`config.mk`:
```
export PLATFORM = sky130hd
export DESIGN_NAME = adsr_envelope
export DESIGN_NICKNAME = d
export VERILOG_FILES = /design/src/rtl/adsr_envelope.sv
export SDC_FILE = /design/constraint.sdc
export NUM_CORES = 1
export LEC_CHECK = 0
export BUFFER_PORTS_ARGS = -buffer_cell sky130_fd_sc_hd__buf_4
export CORE_UTILIZATION = 56
export DETAILED_ROUTE_END_ITERATION = 8
export PLACE_DENSITY_LB_ADDON = 0.15
export SYNTH_ARGS = -nofsm -noshare
export SYNTH_HDL_FRONTEND = slang
export SYNTH_SLANG_ARGS = --single-unit
```
`constraint.sdc`:
```
create_clock -name clk_in -period 9.8 [get_ports clk_in]
set_input_delay 1.96 -clock clk_in [delete_from_list [all_inputs] [get_ports clk_in]]
set_output_delay 1.96 -clock clk_in [all_outputs]
set_load 0.05 [all_outputs]
```
`src/rtl/adsr_envelope.sv`:
```
// Per-voice ADSR envelope generator. The envelope advances on sample ticks.
// Gate and trigger events are evaluated on every clock.
module adsr_envelope #(
  parameter int ENV_WIDTH  = 16,
  parameter int RATE_WIDTH = 8
) (
  input  logic                  clk_in,
  input  logic                  rst_in,
  input  logic                  sample_tick_in,
  input  logic                  gate_in,
  input  logic                  trigger_in,
  input  logic [RATE_WIDTH-1:0] attack_step_in,
  input  logic [RATE_WIDTH-1:0] decay_step_in,
  input  logic [RATE_WIDTH-1:0] release_step_in,
  input  logic [ENV_WIDTH-1:0]  sustain_in,
  output logic [ENV_WIDTH-1:0]  env_out,
  output logic [2:0]            stage_out,
  output logic                  active_out
);

  typedef enum logic [2:0] {
    IDLE    = 3'd0,
    ATTACK  = 3'd1,
    DECAY   = 3'd2,
    SUSTAIN = 3'd3,
    RELEASE = 3'd4
  } state_t;

  localparam int                 PAD     = ENV_WIDTH + 1 - RATE_WIDTH;
  localparam logic [ENV_WIDTH:0] MAX_EXT = {1'b0, {ENV_WIDTH{1'b1}}};

  state_t               state_q, state_d;
  logic [ENV_WIDTH-1:0] env_q, env_d;
  logic                 active_q;

  // All arithmetic is one bit wider than the envelope so that neither
  // overflow nor underflow can wrap.
  logic        [ENV_WIDTH:0] env_ext, sus_ext, atk_ext, dec_ext, rel_ext;
  logic        [ENV_WIDTH:0] atk_sum;
  logic signed [ENV_WIDTH:0] dec_diff;

  assign env_ext  = {1'b0, env_q};
  assign sus_ext  = {1'b0, sustain_in};
  assign atk_ext  = {{PAD{1'b0}}, attack_step_in};
  assign dec_ext  = {{PAD{1'b0}}, decay_step_in};
  assign rel_ext  = {{PAD{1'b0}}, release_step_in};
  assign atk_sum  = env_ext + atk_ext;
  assign dec_diff = $signed(env_ext - dec_ext);

  always_comb begin
    state_d = state_q;
    env_d   = env_q;
    if (trigger_in && gate_in) begin
      // Retrigger keeps the current level so there is no click.
      state_d = ATTACK;
    end else if (!gate_in && (state_q == ATTACK || state_q == DECAY ||
                              state_q == SUSTAIN)) begin
      state_d = RELEASE;
    end else if (sample_tick_in) begin
      case (state_q)
        IDLE: env_d = '0;
        ATTACK: begin
          if (attack_step_in == '0 || atk_sum >= MAX_EXT) begin
            env_d   = '1;
            state_d = DECAY;
          end else begin
            env_d = atk_sum[ENV_WIDTH-1:0];
          end
        end
        DECAY: begin
          if (decay_step_in == '0 || dec_diff <= $signed(sus_ext)) begin
            env_d   = sustain_in;
            state_d = SUSTAIN;
          end else begin
            env_d = dec_diff[ENV_WIDTH-1:0];
          end
        end
        SUSTAIN: env_d = sustain_in;
        RELEASE: begin
          if (release_step_in == '0 || env_ext <= rel_ext) begin
            env_d   = '0;
            state_d = IDLE;
          end else begin
            env_d = env_q - rel_ext[ENV_WIDTH-1:0];
          end
        end
        default: begin
          env_d   = '0;
          state_d = IDLE;
        end
      endcase
    end
  end

  always_ff @(posedge clk_in or posedge rst_in) begin
    if (rst_in) begin
      state_q  <= IDLE;
      env_q    <= '0;
      active_q <= 1'b0;
    end else begin
      state_q  <= state_d;
      env_q    <= env_d;
      active_q <= (state_d != IDLE);
    end
  end

  assign env_out    = env_q;
  assign stage_out  = state_q;
  assign active_out = active_q;

endmodule

```
======== Word level (Yosys, flattened, before mapping) ========
Cells that the tools add are included.
Widths: inputs -> output; s select.
storage, ports and cells
  register bits ........................... 20
  bits of input ports ..................... 45
  output and inout bits ................... 20
  word-level logic and storage cells ...... 41
cells by class
  add/subtract/negate cells ............... 3
  magnitude comparators ................... 3
  equality and inequality tests ........... 4
  multiplexer cells ....................... 11
  bitwise logic cells ..................... 2
  reduce and logical (&&, ||, !) cells .... 15
operator list
  operator              number
  $pmux 16 s4           1
  $mux 16               3
  $logic_not 8->1       3
  $mux 3                6
  $add 16x8->17         1
  $ge 17x16->1 const B  1
  $le 17x17->1          1
  $sub 16x8->17         1
  $le 16x8->1           1
  $sub 16x8->16         1
  $pmux 3 s4            1
  $eq 3x2->1 const B    2
  $logic_or 1x1->1      5
  $eq 3x1->1 const B    1
  $eq 3x3->1 const B    1
  $logic_not 3->1       1
  $reduce_and 3->1      1
  $reduce_bool 3->1     1
  $logic_and 1x1->1     2
  $not 1->1             2
  $reduce_or 2->1       1
  $logic_not 1->1       1

======== Depth between registers and ports, before layout ========
Gate-level depths: netlist of the first run.
  depth in word-level cells ............... 9
  depth in mapped cells ................... 21
  depth with buffers taken out ............ 18

======== Worst setup path before layout of the first run ========
Ideal clock, no wire load.
  path kind ............................... input -> register
  from .................................... input decay_step_in[0]
  to ...................................... register env_q[3] (netlist: env_out[3])
  setup time .............................. 0.127 ns
  arrival ................................. 5.490 ns
  data required time ...................... 9.673 ns
  slack ................................... 4.184 ns
  stages on the path ...................... 20
  buffers on the path ..................... 3
  cells stage by stage .................... ha_1 > fa_1 > nor2b_1 > o2111ai_1 > nand4b_1 > and2_1 > clkbuf_1 > nor3_1 > xor2_1 > ha_1 > nand2_1 > nor4_2 > o31ai_1 > a211o_1 > o211a_1 > buf_4 > and2b_1 > buf_6 > a221oi_2 > o21ai_2
on the way
  cells in the longest elaborated chain, start to end .. 5
  elaborated cells on any way between the ends .. 6
  those cells by class .................... add/sub: 1; order compare: 1; mux: 2; reduce/logical: 2
RTL lines
  what                    RTL line  RTL
  start: declaration      13        input logic [RATE_WIDTH-1:0] decay_step_in,
  $sub 16x8->17           48        assign dec_diff = $signed(env_ext - dec_ext);
  $le 17x17->1            71        if (decay_step_in == '0 || dec_diff <= $signed(sus_ext)) begin
  $logic_or 1x1->1        71
  $mux 16 (*)             71
  $pmux 16 s4 (*)         60        case (state_q)
  end signal: assignment  102       env_q <= env_d;
  end: declaration        33        logic [ENV_WIDTH-1:0] env_q, env_d;
Every way passes the cells marked *; elsewhere a longest branch is shown, timed or not.
A chain may end at the register's enable or synchronous reset.

======== Final worst setup path of the first run ========
  from .................................... input decay_step_in[0]
  to ...................................... register env_q[11] (netlist: env_out[11])
Same word-level chain as after synthesis.

==> flow_summary.json, run 1 <==
{
  "rsz0062_at_grt": "false",
  "start_kind": "input pin",
  "synthesis.area_um2": 3580,
  "grt_max_degree": 21,
  "critPathCaptureType": "flop",
  "post-cts-setup-buffers": 0,
  "grt_use_total": 0.350,
  "ys_ff_latch": 20,
  "vias": 3979,
  "final_cell_area_um2": 4130,
  "layout_setup_ws_ps": 3500,
  "drtPass1Iterations": 5,
  "pwr-share-comb": 0.751,
  "die-height_um": 82.0,
  "hold_viol_final": 0,
  "initial_utilization": 0.591,
  "skew_ps": 16.3,
  "finalCritPeriodShare": 0.643,
  "cts.clk_slew.worst_paths_ps": 90,
  "avgSynthCellArea_um2": 7.54,
  "dp.cells": 595,
  "clock_tree.root_cell": "clkbuf_8",
  "path_class": "input pin to flop",
  "status": "finished, final reports clean",
  "fp.dieW_um": 82.0,
  "via_per_inst": 6.64,
  "ys.flop_type": "dfrtp_1",
  "num_rows": 28,
  "antenna_found_initial": 0,
  "clk_latency_ps": 270,
  "synth_nets": 563,
  "overflow": 0,
  "clockPowerShare": 0.093,
  "p_int_w": 0.000420,
  "crit_chain": "buf_4, ha_1, fa_1, nor2b_1, o2111ai_1, nand4b_1, and2_1, nor2_1, xor2_1, ha_1, nand4_1, nor2_1, a221o_1, a211o_1, nor4b_2, a22oi_1, o21a_1, o221ai_1",
  "ys_seq_area_frac": 0.140,
  "power.leakage_nw": 1.93,
  "ctsResizeCount": 0,
  "setup_violations": 0,
  "cts_num_sinks": 20,
  "hold_buffers": 0,
  "synth_enable_flop_cells": 0,
  "drtIter0Drc": 294,
  "relSlewSlack": 0.269,
  "fp.coreArea_um2": 6060,
  "ctsLongestPathBuffers": 2,
  "path_max_fanout": 12,
  "antenna_cells": 0,
  "synth-async-reset-ratio": 1.00,
  "drive_gt1_frac": 0.193,
  "p_sw_w": 0.000490,
  "fmax_ghz": 0.159,
  "gp_congestion": 0.976,
  "drc": 0,
  "finalCriticalPeriod_ps": 6300,
  "htreeDepth": 1,
  "hpwlAfterDp_um": 9200,
  "fin_cells": 599,
  "final_common_cell": "buf_4",
  "die-area_um2": 6720,
  "power.density_nw_per_um2": 220,
  "cp_slowest_cell": "nor4b_2",
  "grt_pass1_wl_um": 17700,
  "grt_pass1_vias": 3602,
  "max-vdd-ir-drop_v": 0.000146,
  "nets": 613,
  "wl_per_cell_um": 18.8,
  "cts_tree": "done",
  "placed_area_um2": 4060,
  "tightest_slew_ps": 1090,
  "ys_warn_count": 0,
  "pin_count": 65,
  "detail-route-antenna-nets": 0,
  "layout_common_cells": "65 x buf_4, 44 x inv_1, 43 x nor2_1",
  "pre_cts_ws_ps": 3230,
  "numCtsBuffers": 3,
  "setup_tns_ps": 0,
  "swShare": 0.539,
  "power_frac_seq": 0.156,
  "drv_cap": 0,
  "slew_violations": 0,
  "cp_data_arrival_time_ps": 6490,
  "synthesis.instances": 475,
  "cp.required_ps": 9980,
  "ys_types": 73,
  "min_path_type": "flop to flop",
  "synthToLayoutAreaGrowth_pct": 15.3,
  "slowest_delay_ps": 900,
  "finalWirelength_um": 11300,
  "port_buffers": 64
}
==> state kept, by name (all words and copies together), names as in the netlist <==
register,cells
active_out,1
env_out,16
stage_out,3
==> worst paths after layout <==
| kind | start | endpoint | slack, ps | cells past startpoint |
|---|---|---|---|---|
| min in group asynchronous | rst_in | stage_out[0] | 1830 | 2 |
| max in group asynchronous | rst_in | env_out[1] | 7450 | 2 |
| worst min register to register | env_out[0] | env_out[0] | 570 | 2 |
| worst min-delay path | env_out[0] | env_out[0] | 570 | 2 |
| worst max-delay path | decay_step_in[0] | env_out[11] | 3500 | 18 |
| worst max register to register | env_out[1] | env_out[11] | 4730 | 16 |
==> cell usage after synthesis (3+ instances only) <==
cell | number | area (µm²)
nor3_1 | 16 | 80.1
a21o_1 | 9 | 67.6
nor2b_1 | 5 | 31.3
inv_1 | 44 | 165
and2_1 | 5 | 31.3
nand2_1 | 34 | 128
o22ai_1 | 4 | 25.0
or2_2 | 5 | 31.3
nor2_1 | 43 | 161
nor4_1 | 7 | 43.8
o21a_1 | 8 | 60.1
nand2b_1 | 3 | 18.8
a211oi_1 | 9 | 67.6
xnor2_1 | 18 | 158
o21ai_0 | 31 | 155
o31ai_1 | 4 | 30.0
nand4b_1 | 3 | 26.3
o211a_1 | 5 | 50.1
a31oi_1 | 9 | 56.3
nand3_1 | 8 | 40.0
ha_1 | 40 | 500
buf_2 | 9 | 45.0
fa_1 | 3 | 60.1
a22oi_2 | 3 | 37.5
a22oi_1 | 8 | 60.1
dfrtp_1 | 20 | 500
or3_1 | 6 | 37.5
clkbuf_1 | 6 | 22.5
a21oi_1 | 36 | 180
nand4_1 | 6 | 37.5
o31a_1 | 4 | 35.0
xor2_1 | 7 | 61.3
==> metal layers <==
| metal | GRT usage | up-vias | share of wire |
|---|---|---|---|
| li1 | - | 1864 | - |
| met1 | 0.471 | 1869 | 0.43 |
| met2 | 0.563 | 217 | 0.45 |
| met3 | 0.0511 | 29 | 0.088 |
| met4 | 0.130 | 0 | 0.025 |
| met5 | 0 | - | 0 |
==> kinds of logic after synthesis <==
kind of cell               share of synthesized area
AOI/OAI and AO/OA                              0.342
and+or+nand+nor                                0.221
buffers and inverters                         0.0768
adders and majority gates                      0.156
xor gates and xnor gates                      0.0611
DFF                                            0.140
muxes                                        0.00279
==> area by class of cell <==
type | instances | area [µm²]
Inverter | 44 | 165
Multi-Input combinational cell | 391 | 2810
Clock buffer | 3 | 41.3
Tap cell | 75 | 93.8
Sequential cell | 20 | 500
Fill cell | 529 | 1930
Timing Repair Buffer | 65 | 488
Clock inverter | 1 | 30.0
==> power by group through the flow <==
stage          Clock [W]  Combinational (W)  Sequential (W)
6_report       0.0000850           0.000683        0.000142
5_1_grt        0.0000891           0.000752        0.000145
4_1_cts        0.0000850           0.000674        0.000140
3_5_place_dp           0           0.000670        0.000141
3_3_place_gp           0           0.000655        0.000141
2_1_floorplan          0           0.000459        0.000180
==> per-stage QoR <==
| step | total power (W) | hold slack (ps) | util |
|---|---|---|---|
| 2_1_floorplan | 0.000639 | 801 | - |
| 3_3_place_gp | 0.000796 | 542 | 0.670 |
| 3_5_place_dp | 0.000811 | 551 | 0.670 |
| 4_1_cts | 0.000898 | 574 | 0.682 |
| 5_1_grt | 0.000986 | 631 | 0.682 |
| 6_report | 0.000910 | 568 | 0.682 |
==> worst max-delay path, delay by kind of cell <==
family / cells / cell delay, ps
xor+xnor: 1 / 170
buf+inv: 1 / 120
simple gates: 7 / 1990
compound gates: 6 / 1300
fa+ha+maj: 3 / 940
No activity file was read; power rests on OpenSTA's default activity.
==> run 2: changes to the inputs <==
- clock period: 9.8 -> 5.8 ns (I/O delays scaled with it)
==> run 2 against run 1 <==
Core utilization hardly changed. Combinational power rose by 68%. Highest routed layer unchanged. Routed wire length down 2.0%. Worst setup slack got worse by 2800 ps. Power grew 65%. Sequential cell count stayed put. Sequential share of layout area about the same. Die area did not move. Critical path depth stayed put. Clock skew shrank 12 ps. Critical path type unchanged. Clock-buffer cell count up 1.
==> flow_summary.json, run 2 (same netlist as run 1, synthesis figures left out) <==
{
  "overflow": 0,
  "synthToLayoutAreaGrowth_pct": 15.3,
  "clock_tree.root_cell": "clkbuf_8",
  "htreeDepth": 1,
  "drtPass1Iterations": 5,
  "die-area_um2": 6720,
  "rsz0062_at_grt": "false",
  "reg2reg_setup_slack_ps": 1220,
  "detail-route-antenna-nets": 0,
  "hold_viol_final": 0,
  "numCtsBuffers": 3,
  "cp_data_arrival_time_ps": 5240,
  "hpwlAfterDp_um": 9120,
  "path_class": "input pin to flop",
  "layout_common_cells": "67 x buf_4, 44 x inv_1, 43 x nor2_1",
  "grt_pass1_vias": 3563,
  "min_path_type": "flop to flop",
  "gp_congestion": 0.979,
  "pin_count": 65,
  "tightest_slew_ps": 832,
  "port_buffers": 64,
  "cts_num_sinks": 20,
  "grt_max_degree": 21,
  "initial_utilization": 0.591,
  "critPathCaptureType": "flop",
  "cts.clk_slew.worst_paths_ps": 70,
  "via_per_inst": 6.49,
  "drv_cap": 0,
  "skew_ps": 4.03,
  "finalCriticalPeriod_ps": 5110,
  "drtIter0Drc": 251,
  "grt_use_total": 0.337,
  "antenna_found_initial": 0,
  "hp-start": "env_out[0]",
  "ctsLongestPathBuffers": 2,
  "largest_register_ffs": 16,
  "slew_violations": 0,
  "layout_setup_ws_ps": 694,
  "relSlewSlack": 0.444,
  "antenna_cells": 0,
  "die-height_um": 82.0,
  "start_kind": "input pin",
  "vias": 3903,
  "path_max_fanout": 9,
  "placed_area_um2": 4080,
  "hold_buffers": 0,
  "power.density_nw_per_um2": 363,
  "fp.dieW_um": 82.0,
  "final_common_cell": "buf_4",
  "drive_gt1_frac": 0.196,
  "finalWirelength_um": 11100,
  "fp.coreArea_um2": 6060,
  "cp-startpoint": "decay_step_in[0]",
  "wl_per_cell_um": 18.4,
  "nets": 615,
  "setup_tns_ps": 0,
  "post-cts-setup-buffers": 0,
  "n_fill_cell": 546,
  "cp.required_ps": 5940,
  "fmax_ghz": 0.196,
  "ctsResizeCount": 0,
  "final_cell_area_um2": 4130,
  "grt_pass1_wl_um": 17300,
  "clk_latency_ps": 260,
  "setup_violations": 0,
  "drc": 0,
  "num_rows": 28,
  "status": "finished, final reports clean",
  "r2r_start": "env_out[0]",
  "power.leakage_nw": 1.93,
  "finalCritPeriodShare": 0.880,
  "pre_cts_ws_ps": 459,
  "max-vdd-ir-drop_v": 0.000245,
  "cts_tree": "done"
}
-- run 2: changes by cell type in the layout (fill, tap and decap cells not counted), sizes merged --
cell	change
bufinv	-1
buf	+2
clkbuf	+1
-- run 2: metal layers --
metal / global-route usage / share of wire
met1: 0.464 / 0.45
met4: 0.0895 / 0.016
met3: 0.0211 / 0.068
met2: 0.566 / 0.47
met5: 0 / 0
-- run 2: cell type report --
class | instances | area, µm² | share of cell area
Clock buffer | 4 | 55.1 | 0.0133
Inverter | 44 | 165 | 0.0400
Multi-Input combinational cell | 391 | 2810 | 0.681
Sequential cell | 20 | 500 | 0.121
Tap cell | 75 | 93.8 | 0.0227
Timing Repair Buffer | 67 | 503 | 0.122
-- run 2: power breakdown --
part	leakage (nW)	total [W]	switching (W)	internal [W]
clock network	0.0288	0.000108	0.0000473	0.0000606
logic	1.63	0.00115	0.000701	0.000451
registers	0.270	0.000240	0.0000732	0.000167
-- run 2: final timing paths --
path / depth (start not counted) / endpoint
worst max-delay path: 18 / env_out[6]
min in group asynchronous: 2 / stage_out[1]
worst min register to register: 2 / env_out[0]
worst min-delay path: 2 / env_out[0]
worst max register to register: 18 / env_out[6]
max in group asynchronous: 2 / env_out[3]
-- run 2: metrics by stage --
stage	std cells	power, W	hold WS, ps	utilization
6_report	601	0.00150	575	0.681
5_1_grt	601	0.00162	631	0.681
4_1_cts	601	0.00148	575	0.681
3_5_place_dp	597	0.00137	559	0.672
3_3_place_gp	597	0.00136	539	0.672
2_1_floorplan	475	0.00108	801	-
-- run 2: critical path, cell delays in order --
cell	delay [ps]
buf_4	110
ha_1	220
fa_1	400
nor2b_1	170
o2111ai_1	150
nand4b_1	210
and2_1	320
nor3_1	90
xor2_1	190
ha_1	310
nand2_1	80
nor4_2	260
o31ai_1	120
a211o_1	350
o211a_1	350
and2b_1	360
a221oi_2	300
o21ai_2	80
